## config.mk

```make
export PLATFORM = sky130hd
export DESIGN_NAME = expect_table
export DESIGN_NICKNAME = d
export VERILOG_FILES = /design/src/rtl/checker_pkg.sv /design/src/rtl/expect_table.sv
export SDC_FILE = /design/constraint.sdc
export NUM_CORES = 1
export LEC_CHECK = 0
export ABC_AREA = 1
export CAP_MARGIN = 25
export CORE_UTILIZATION = 45
export CTS_CLUSTER_SIZE = 25
export DETAILED_ROUTE_END_ITERATION = 10
export GPL_ROUTABILITY_DRIVEN = 0
export PLACE_DENSITY = 0.66
export SYNTH_ARGS = -nofsm -noshare
export SYNTH_HDL_FRONTEND = slang
export SYNTH_SLANG_ARGS = --single-unit
```

## constraint.sdc

```tcl
create_clock -name clock -period 3.7 [get_ports clock]
set_input_delay 0.37 -clock clock [delete_from_list [all_inputs] [get_ports clock]]
set_output_delay 0.37 -clock clock [all_outputs]
set_load 0.02 [all_outputs]
```

## src/rtl/checker_pkg.sv

```systemverilog
// Shared widths, FSM encoding and helpers for the register-file write checker.
package checker_pkg;

    localparam int IDX_W   = 6;
    localparam int REG_W   = 5;
    localparam int DATA_W  = 32;
    localparam int ERR_W   = 8;
    localparam int ENTRY_W = REG_W + DATA_W;

    typedef enum logic [1:0] {
        IDLE = 2'd0,
        RUN  = 2'd1,
        DONE = 2'd2
    } state_t;

    function automatic logic [ERR_W-1:0] sat_inc(input logic [ERR_W-1:0] value);
        return (value == '1) ? value : value + ERR_W'(1);
    endfunction

endpackage

```

## src/rtl/expect_table.sv

```systemverilog
// Expected-write table: synchronous write, asynchronous read, contents survive reset.
module expect_table
    import checker_pkg::*;
#(
    parameter int NUM_EXPECT = 16
) (
    input  logic              clock,
    input  logic              wr_en,
    input  logic [IDX_W-1:0]  wr_idx,
    input  logic [REG_W-1:0]  wr_reg,
    input  logic [DATA_W-1:0] wr_data,
    input  logic [IDX_W-1:0]  rd_idx,
    output logic [REG_W-1:0]  rd_reg,
    output logic [DATA_W-1:0] rd_data
);

    localparam int AW = (NUM_EXPECT > 1) ? $clog2(NUM_EXPECT) : 1;
    localparam logic [IDX_W:0] DEPTH = (IDX_W + 1)'(NUM_EXPECT);

    logic [ENTRY_W-1:0] entries [NUM_EXPECT];
    logic               wr_hit;
    logic               rd_hit;
    logic [ENTRY_W-1:0] rd_entry;

    // Range checks use one extra bit so NUM_EXPECT = 64 does not wrap to zero.
    assign wr_hit = wr_en && ({1'b0, wr_idx} < DEPTH);
    assign rd_hit = {1'b0, rd_idx} < DEPTH;

    always_ff @(posedge clock) begin
        if (wr_hit) begin
            entries[wr_idx[AW-1:0]] <= {wr_reg, wr_data};
        end
    end

    assign rd_entry = rd_hit ? entries[rd_idx[AW-1:0]] : '0;
    assign rd_reg   = rd_entry[ENTRY_W-1:DATA_W];
    assign rd_data  = rd_entry[DATA_W-1:0];

endmodule

```

==> flow_summary.toml <==
[worst_setup_path]
worstPathRequired_ns = 3.33
critical_path.endpoint_type = "primary output"
critPathArrivalTime_ns = 2.85
critPathLaunchType = "input port"
worst-path-max-fanout = 122
worstSetupPathType = "in2out"
timing.critical_path.from = "rd_idx[0]"

[synth]
ys_ff_latch = 592
synth-xor-area-share_pct = 0
synth.area.mux_share_pct = 0
avgSynthCellArea_sq_um = 10.7
combinational_family_with_the_most_area_after_synthesis = "simple AND/OR/NAND/NOR gates"
syn-cell-area_sq_um = 25000
synth_seq_area_share_pct = 71.0
synth.lib_cells_used.distinct = 15
synthCells = 2342
synth-simple-area-share_pct = 21.1
mappedNetlistNets = 2393
fraction_of_the_mapped_netlist_area_in_compound_gates_pct = 0.740
yosysWarningCount = 0
adder_cell_share_of_the_synthesized_area_pct = 0

[final_layout]
nNetsFinal = 2460
layout-area-overhead-vs-synth_pct = 14.6
most_frequent_cells_in_the_layout = "sky130_fd_sc_hd__nand2_1, sky130_fd_sc_hd__edfxtp_1, sky130_fd_sc_hd__nand3_1"
final_common_cell = "sky130_fd_sc_hd__nand2_1"
drive_above_1_share_pct = 6.03
largest_register_ff_count = 592
n_antenna_cell = 0

[sta]
worstMarginPinSlew_ns = 0.688
whs_ns = 0.677
timing_hold_violations_final = 0
period_minus_slack_ns = 3.22
slew_viol_final = 0
setup_repair_after_global_routing_missed_its_margin = "false"
timing.setup.tns_ns = 0
share_of_the_clock_period_used_by_the_worst_path_after_layout_pct = 87.0
max_slew_margin_pct = 54.2
maxClockFrequency_ghz = 0.311
setup_violations = 0

[placed_design]
buffer_ports.inserted = 87
dp.final_hpwl_mm = 30.0

[cts]
clk_pin_slew_ns = 0.06
tritoncts_clock_tree = "built"
cts.sinks = 592
cts_setup_buffers = 0
cts.root.buffer_cell = "sky130_fd_sc_hd__clkbuf_16"
cts_inserted_buffers = 57
h-tree-depth = 2
cts_repair_resize_count = 0
max_root_sink_buffers = 3
cts.hold.buffers_added = 0

[power_and_ir_drop]
static-leakage-power_nw = 11.5
max-vdd-ir-drop_mv = 0.337
power.density_nw_per_um2 = 481

[floorplanning]
start_util_pct = 45.5
boundaryPins = 88
floorplan.die_area_sq_um = 56600
floorplan.core_area_sq_um = 55000
die_width_um = 238
floorplan.die.height_um = 238
rows = 86

[drt]
drt-vias-per-instance = 5.16
wl_per_cell_um = 18.9
postRouteAntennaNets = 0
count_of_vias_placed_by_the_detailed_router = 16500
route.detailed.drc = 0
detail_route.first_pass.iterations = 5
drt-total-wl_mm = 60.7
number_of_drc_violations_after_detailed_routing_iteration_0 = 1720

[global_routing]
antenna_found_initial = 2
globalRouteTotalUtil_pct = 21.9
grt_ovf = 0
grt_pass1_vias = 16100
grt_first_pass_wirelength_mm = 93.6
grt_max_degree = 137

[run_status]
outcome = "finished, final reports clean"

[worst_hold_path]
worst_hold_startpoint = "wr_data[7]"
worst_hold_path_type = "in2reg"

[run]
timing.max_cap.violations = 0
## cell type report
class                           instances  area [sq um]
Fill cell                            4597         26300
Sequential cell                       592         17800
Multi-Input combinational cell       1321          5600
Clock buffer                           63          1490
Timing Repair Buffer                  133          1470
Inverter                              304          1150
Tap cell                              748           936
Clock inverter                         43           265
## power breakdown
group          switching [mW]  internal [mW]
combinational           0.578          0.264
clock                    2.44           3.08
sequential            0.00978           7.43
total                    3.03           10.8
## critical path, stage by stage
cell,delay [ns]
sky130_fd_sc_hd__clkbuf_8,0.30
sky130_fd_sc_hd__buf_12,0.44
sky130_fd_sc_hd__nand2_1,0.10
sky130_fd_sc_hd__nand2_1,0.09
sky130_fd_sc_hd__nand2_1,0.05
sky130_fd_sc_hd__nand3_1,0.10
sky130_fd_sc_hd__nand3_1,0.09
sky130_fd_sc_hd__a21oi_1,0.43
sky130_fd_sc_hd__clkdlybuf4s50_1,0.71
## per-layer routing
metal,track usage [%],wire length (um)
met1,29.1,25400
met2,36.5,29200
met3,3.49,4250
met4,7.76,1790
met5,0,23
## path summary, 6_finish.rpt
check | depth (start not counted) | end | slack (ns)
worst max-delay path | 9 | rd_data[7] | 0.48
worst min-delay path | 1 | entries[2][7] | 0.68
## through the flow
step                      instances  power (mW)  area, sq um  worst slack [ns]  util [%]
after CTS                      3204        13.9        28700             0.482      52.2
after detailed placement       3098        8.42        26900             0.482      49.0
after global routing           3204        14.2        28700             0.356      52.2
after floorplan                2342        8.06        25000             0.786         -
after global placement         3097        8.39        26900             0.449      49.0
final                          3204        13.8        28700             0.481      52.2
## cell usage after synthesis
cell type	instances	area (sq um)
sky130_fd_sc_hd__buf_1	14	52.6
sky130_fd_sc_hd__nor2_1	16	60.1
sky130_fd_sc_hd__buf_4	15	113
sky130_fd_sc_hd__nor3b_1	1	7.51
sky130_fd_sc_hd__buf_6	3	33.8
sky130_fd_sc_hd__a21oi_1	37	185
sky130_fd_sc_hd__nand3_1	374	1870
sky130_fd_sc_hd__or2_2	1	6.26
sky130_fd_sc_hd__buf_2	73	365
sky130_fd_sc_hd__nand2_1	892	3350
sky130_fd_sc_hd__inv_2	1	3.75
sky130_fd_sc_hd__edfxtp_1	592	17800
sky130_fd_sc_hd__inv_1	302	1130
sky130_fd_sc_hd__clkbuf_1	20	75.1
sky130_fd_sc_hd__inv_4	1	6.26
## logic make-up (layout without fill, tap and decap cells)
family                 Yosys count  in the layout
AND/OR/NAND/NOR               1284           1284
flip-flops                     592            592
buffers and inverters          429            543
AO/OA/AOI/OAI                   37             37
Power figures use the tool's default switching activity.
